File: config.mk
export PLATFORM = sky130hd
export DESIGN_NAME = id_decode_buf
export DESIGN_NICKNAME = d
export VERILOG_FILES = /design/src/rtl/id_decode_buf.sv
export SDC_FILE = /design/constraint.sdc
export NUM_CORES = 1
export LEC_CHECK = 0
export BUFFER_PORTS_ARGS = -buffer_cell sky130_fd_sc_hd__buf_4
export CAP_MARGIN = 20
export CORE_MARGIN = 2
export CORE_UTILIZATION = 40
export CTS_CLUSTER_DIAMETER = 150
export DETAILED_ROUTE_END_ITERATION = 10
export MAX_ROUTING_LAYER = met4
export SYNTH_ARGS = -nofsm -noshare
export SYNTH_HDL_FRONTEND = slang
export SYNTH_SLANG_ARGS = --single-unit
File: constraint.sdc
create_clock -name clk -period 2.6 [get_ports clk]
set_clock_uncertainty 0.15 [all_clocks]
set_input_delay 0.52 -clock clk [delete_from_list [all_inputs] [get_ports clk]]
set_output_delay 0.52 -clock clk [all_outputs]
set_load 0.01 [all_outputs]
File: src/rtl/id_decode_buf.sv
// Decode-stage front end: opcode classification into a one-hot immediate select, plus a
// two-entry skid buffer (head H, skid S) so EX back-pressure never reaches IF combinationally.
module id_decode_buf #(
  parameter int unsigned XLEN  = 32,
  parameter int unsigned CNT_W = 16
) (
  input  logic             clk,
  input  logic             rst_n,
  input  logic             flush_i,
  input  logic             if_valid_i,
  output logic             if_ready_o,
  input  logic [XLEN-1:0]  if_inst_i,
  input  logic [XLEN-1:0]  if_pc_i,
  output logic [4:0]       imm_ctrl_o,
  input  logic [XLEN-1:0]  imm_i,
  output logic             id_valid_o,
  input  logic             ex_ready_i,
  output logic [XLEN-1:0]  id_inst_o,
  output logic [XLEN-1:0]  id_pc_o,
  output logic [XLEN-1:0]  id_imm_o,
  output logic [4:0]       id_imm_ctrl_o,
  output logic             id_illegal_o,
  output logic [CNT_W-1:0] stall_cnt_o
);

  typedef enum logic [1:0] {StEmpty, StOne, StFull} state_e;

  typedef struct packed {
    logic [XLEN-1:0] inst;
    logic [XLEN-1:0] pc;
    logic [XLEN-1:0] imm;
    logic [4:0]      ctrl;
    logic            illegal;
  } entry_t;

  state_e            state_q, state_d;
  entry_t            h_q, h_d, s_q, s_d, in_entry;
  logic [CNT_W-1:0]  stall_q, stall_d;
  logic              illegal;
  logic              acc, pop;
  logic              load_h, load_s, h_from_s;

  // Decode sees if_inst_i every cycle, whether or not IF is presenting a valid instruction.
  always_comb begin
    imm_ctrl_o = 5'b00000;
    illegal    = 1'b0;
    case (if_inst_i[6:0])
      7'b0000011, 7'b0010011, 7'b1100111, 7'b1110011: imm_ctrl_o = 5'b00001;
      7'b0100011:                                     imm_ctrl_o = 5'b00010;
      7'b1100011:                                     imm_ctrl_o = 5'b00100;
      7'b0110111, 7'b0010111:                         imm_ctrl_o = 5'b01000;
      7'b1101111:                                     imm_ctrl_o = 5'b10000;
      7'b0110011, 7'b0001111:                         imm_ctrl_o = 5'b00000;
      default:                                        illegal    = 1'b1;
    endcase
  end

  assign in_entry = '{inst: if_inst_i, pc: if_pc_i, imm: imm_i, ctrl: imm_ctrl_o,
                      illegal: illegal};

  assign if_ready_o = (state_q != StFull);
  assign id_valid_o = (state_q != StEmpty);
  assign acc        = if_valid_i & if_ready_o;
  assign pop        = id_valid_o & ex_ready_i;

  always_comb begin
    state_d  = state_q;
    load_h   = 1'b0;
    load_s   = 1'b0;
    h_from_s = 1'b0;
    unique case (state_q)
      StEmpty: begin
        if (acc) begin
          load_h  = 1'b1;
          state_d = StOne;
        end
      end
      StOne: begin
        if (acc && !pop) begin
          load_s  = 1'b1;
          state_d = StFull;
        end else if (acc && pop) begin
          load_h  = 1'b1;
        end else if (pop) begin
          state_d = StEmpty;
        end
      end
      StFull: begin
        if (pop) begin
          h_from_s = 1'b1;
          state_d  = StOne;
        end
      end
      default: state_d = StEmpty;
    endcase
    // Flush discards anything accepted this cycle and empties the buffer.
    if (flush_i) begin
      state_d  = StEmpty;
      load_h   = 1'b0;
      load_s   = 1'b0;
      h_from_s = 1'b0;
    end
  end

  always_comb begin
    h_d = h_q;
    s_d = s_q;
    if (load_h) begin
      h_d = in_entry;
    end else if (h_from_s) begin
      h_d = s_q;
    end
    if (load_s) begin
      s_d = in_entry;
    end
  end

  always_comb begin
    stall_d = stall_q;
    if (id_valid_o && !ex_ready_i && (stall_q != {CNT_W{1'b1}})) begin
      stall_d = stall_q + CNT_W'(1);
    end
  end

  always_ff @(posedge clk or negedge rst_n) begin
    if (!rst_n) begin
      state_q <= StEmpty;
      h_q     <= '0;
      s_q     <= '0;
      stall_q <= '0;
    end else begin
      state_q <= state_d;
      h_q     <= h_d;
      s_q     <= s_d;
      stall_q <= stall_d;
    end
  end

  assign id_inst_o     = h_q.inst;
  assign id_pc_o       = h_q.pc;
  assign id_imm_o      = h_q.imm;
  assign id_imm_ctrl_o = h_q.ctrl;
  assign id_illegal_o  = h_q.illegal;
  assign stall_cnt_o   = stall_q;

endmodule

## Yosys cells after proc, flatten, opt, wreduce, memory -nomap -nowiden

Cells that the tools add are included.

- Logic and storage cells: 69
- Register bits after elaboration: 222

- Bitwise operators: 2
- Multiplexer cells: 22
- Equality and inequality tests: 19
- $add $sub $neg: 1
- Reductions and logical operators: 13

Operators by type and width:

| cell | number |
|---|---|
| $mux W102 | 2 |
| $eq A7 B7 Y1 const B | 4 |
| $pmux W5 S5 | 1 |
| $eq A7 B6 Y1 const B | 3 |
| $add A16 B1 Y16 const B | 1 |
| $ne A16 B16 Y1 const B | 1 |
| $eq A7 B5 Y1 const B | 2 |
| $mux W2 | 6 |
| $mux W1 | 11 |
| $reduce_or A11 Y1 | 1 |
| $ne A4 B4 Y1 const B | 2 |
| $eq A7 B2 Y1 const B | 1 |
| $eq A7 B4 Y1 const B | 1 |
| $ne A3 B3 Y1 const B | 2 |
| $pmux W2 S3 | 1 |
| $logic_and A1 B1 Y1 | 4 |
| $reduce_and A4 Y1 | 1 |
| $reduce_bool A2 Y1 | 2 |
| $reduce_or A4 Y1 | 1 |
| $and A1 B1 Y1 | 2 |
| $eq A2 B1 Y1 const B | 1 |
| $eq A2 B2 Y1 const B | 1 |
| $logic_not A1 Y1 | 2 |
| $logic_not A2 Y1 | 1 |
| 3 further kinds | 3 |

## Logic depth before layout (Yosys ltp)

- Word-level depth: 8
- Gate-level depth with buffers: 7

## Least setup slack after synthesis

No wires, ideal clock.

- Kind: input port to output port
- Start: in if_inst_i[6]
- End: out imm_ctrl_o[2]
- Stages: 3
- Required time: 1.930 ns
- Slack: 0.526 ns
- Data arrival time: 1.404 ns
- Cell sequence: clkbuf_1 nand2_1 nor4_1

- Word-level cells in the longest chain between the ends: 3
- Elaborated cells on any way between the ends: 12
- Those cells by class: eq/ne: 9; mux: 1; reduce/logical: 2

RTL lines:

| item | line | RTL |
|---|---|---|
| start, declared | 12 | `input logic [XLEN-1:0] if_inst_i,` |
| $eq A7 B2 Y1, or another cell as far along | 47 | `case (if_inst_i[6:0])` |
| $reduce_or A4 Y1 / $reduce_or A2 Y1 (equally long branches) | -- |  |
| $pmux W5 S5 * | 47 |  |
| end, declared | 14 | `output logic [4:0] imm_ctrl_o,` |

Every way passes the cells marked *; elsewhere a longest branch is shown, timed or not.

## Worst setup path in the final report

- Start: in if_inst_i[5]
- End: out imm_ctrl_o[2]

The elaborated chain is that of the path after synthesis.

==> impl_metrics.ini <==
[worst_setup_path]
critPathRequiredTime_ps = 1930
crit_slowest_cell = nor4_1
path_delay_family = simple AND/OR/NAND/NOR gates
startpoint_type = input pin
endpoint_kind = output port
cp_max_fo = 8
worst-path-buf-inv = 2
arrival_ps = 1580
worstPathCellList = buf_4 -> nor2b_1 -> nand2_1 -> nor4_1 -> buf_4
cp_common_cell = buf_4
critPathKind = input pin to output port
slowest_delay_ps = 480

[place]
place_hpwl_um = 14670
numPortBuffers = 225
routabilityCongestion = 0.7979
dp_cells = 1256

[routing]
via_per_inst = 5.151
wl_per_cell_um = 17.40
drc_errors = 0
ant_nets = 0
num_vias = 6671
drtPass1Iterations = 4
drtIter0Drc = 322
drt-total-wl_um = 22540

[logic_synthesis]
synth_seq_cells = 222
synth_top_cell_by_area = dfrtp_1
syn_nets = 878
synth_seq_area_share_pct = 60.40
netlist.area_leader.share_pct = 60.40
yosysWarnings = 0
avgSynthCellArea_sq_um = 11.85
synth_cell_type_count = 48
netlist_instances = 776
synth_edf_count = 0
ys.flop_type = dfrtp_1
async_flop_share_pct = 100.0
synthTopCellsByArea = dfrtp_1 60%, mux2_2 9.4%, nand2_1 8.5%
syn_area_sq_mm = 0.009198

[clock_network]
cts-buffers-inserted = 25
cts_tree = built
htreeDepth = 1
clock-root-buffer = clkbuf_16
clk_pin_slew_ps = 60
clkSinkCount = 222
worstSkewPairLatency_ps = 500
post_cts_resized = 0
clock_path_buffers = 3

[sta]
slew_viol_final = 0
rsz0062_at_grt = false
hold_viol = 0
maxSlewHeadroom_pct = 63.48
worst_pin_slew_ps = 542.8
fin_setup_tns_ps = 0
period_needed_ps = 2254
fmax_ghz = 0.4436
finalSetupViolations = 0
post-route-period-util_pct = 86.70

[finish]
most-common-layout-cells = 230 x buf_4, 222 x dfrtp_1, 208 x nand2_1, 96 x a22oi_1, 77 x mux2_2
mostFrequentLayoutCell = buf_4
area_growth_pct = 30.64
final_cells = 1295
final_nets = 1101
diodes = 0
drive_above_1_share_pct = 37.43

[die]
die_h_um = 155.6
io_pins = 226
core_area_sq_mm = 0.02257
die_x_um = 155.6
die_area_sq_mm = 0.02422
initial_core_util_pct = 40.75
placementRows = 55

[power_and_ir_drop]
ir_drop_mv = 0.4746
power_per_cell_area_mw_per_mm2 = 803.3
p_leak_nw = 6.049

[global_routing]
grt.overflow.total = 0
grt_pass1_wl_um = 36180
grt_max_degree = 78
grt_pass1_vias = 6704
antenna_found_initial = 0
grt_util_all_layers_pct = 19.03

[hold_path]
hold_class = input pin to register

[outcome]
outcome = finished clean

[job]
maxCapViolCount = 0
==> power breakdown <==
group | internal [mW] | switching [mW] | leakage (nW)
Combinational | 1.04 | 0.796 | 2.93
Clock | 1.90 | 1.30 | 0.351
Sequential | 4.20 | 0.423 | 2.77
Total | 7.13 | 2.52 | 6.05
==> layer usage <==
metal,GRT usage [%],up-vias,part of all wire (%)
li1,-,3158,-
met1,25.96,3308,45
met2,29.58,169,48
met3,3.611,36,5.2
met4,4.762,0,2.2
met5,-,-,0
==> cells in the mapped netlist (2+ instances only) <==
cell      count
dfrtp_1     222
nand2_1     208
a22oi_1      96
mux2_2       77
buf_2        36
mux2_4       20
nand3_1       9
xnor2_1       9
nand4_1       8
a21oi_1       7
nor2_1        7
nor2b_1       7
o21ai_0       6
clkbuf_1      5
inv_1         4
xor2_1        4
a211oi_1      3
a221o_1       3
and2_1        3
and3_1        3
buf_4         3
buf_6         3
nand2b_1      3
nor3_1        3
a31oi_1       2
nor4_1        2
o211ai_1      2
==> stage by stage <==
| step | util (%) | total power [mW] | cell area, sq um | hold WS (ps) | worst slack (ps) |
|---|---|---|---|---|---|
| floorplan | - | 5.555 | 9198 | 74.41 | 526.5 |
| global placement | 49.99 | 6.474 | 11280 | 308.3 | 450.2 |
| detailed placement | 49.99 | 6.525 | 11280 | 313.4 | 397.1 |
| CTS | 53.23 | 9.783 | 12020 | 26.18 | 376.8 |
| global route | 53.23 | 10.18 | 12020 | 48.68 | 204.3 |
| finish | 53.23 | 9.652 | 12020 | 56.11 | 345.8 |
==> flip-flops by register name, indices dropped and copies added, names as in the netlist <==
register / cells
id_imm_ctrl_o: 5
id_illegal_o: 1
stall_cnt_o: 16
id_imm_o: 32
state_q: 2
id_pc_o: 32
s_q: 102
id_inst_o: 32
==> cell type report <==
| type | instances | area (sq um) |
|---|---|---|
| Fill cell | 1974 | 10560 |
| Sequential cell | 222 | 5555 |
| Timing Repair Buffer | 243 | 1972 |
| Tap cell | 285 | 356.6 |
| Clock buffer | 36 | 686.9 |
| Inverter | 4 | 15.01 |
| Clock inverter | 2 | 35.03 |
| Multi-Input combinational cell | 503 | 3395 |
==> path summary, 6_finish.rpt <==
kind,cells past startpoint,from,slack [ps],to
min in group asynchronous,2,rst_n,400,id_pc_o[24]
setup / recovery,5,if_inst_i[5],350,imm_ctrl_o[2]
setup reg to reg,6,state_q[1],560,id_imm_o[17]
hold reg to reg,2,id_pc_o[15],320,id_pc_o[15]
max in group asynchronous,3,rst_n,1240,s_q[20]
hold / removal,2,flush_i,60,state_q[0]
==> kinds of logic after synthesis <==
| kind of cell | synth area share [%] |
|---|---|
| and+or+nand+nor | 12.45 |
| DFF | 60.40 |
| AOI/OAI and AO/OA | 9.917 |
| muxes | 12.92 |
| buffers and inverters | 2.938 |
| xor gates and xnor gates | 1.238 |
| adders and majority gates | 0.1360 |
==> timing repair <==
action                    CTS  global route
hold endpoints to repair   59             0
hold buffers                1             0
setup buffers               0             0
Power figures use the tool's default switching activity.
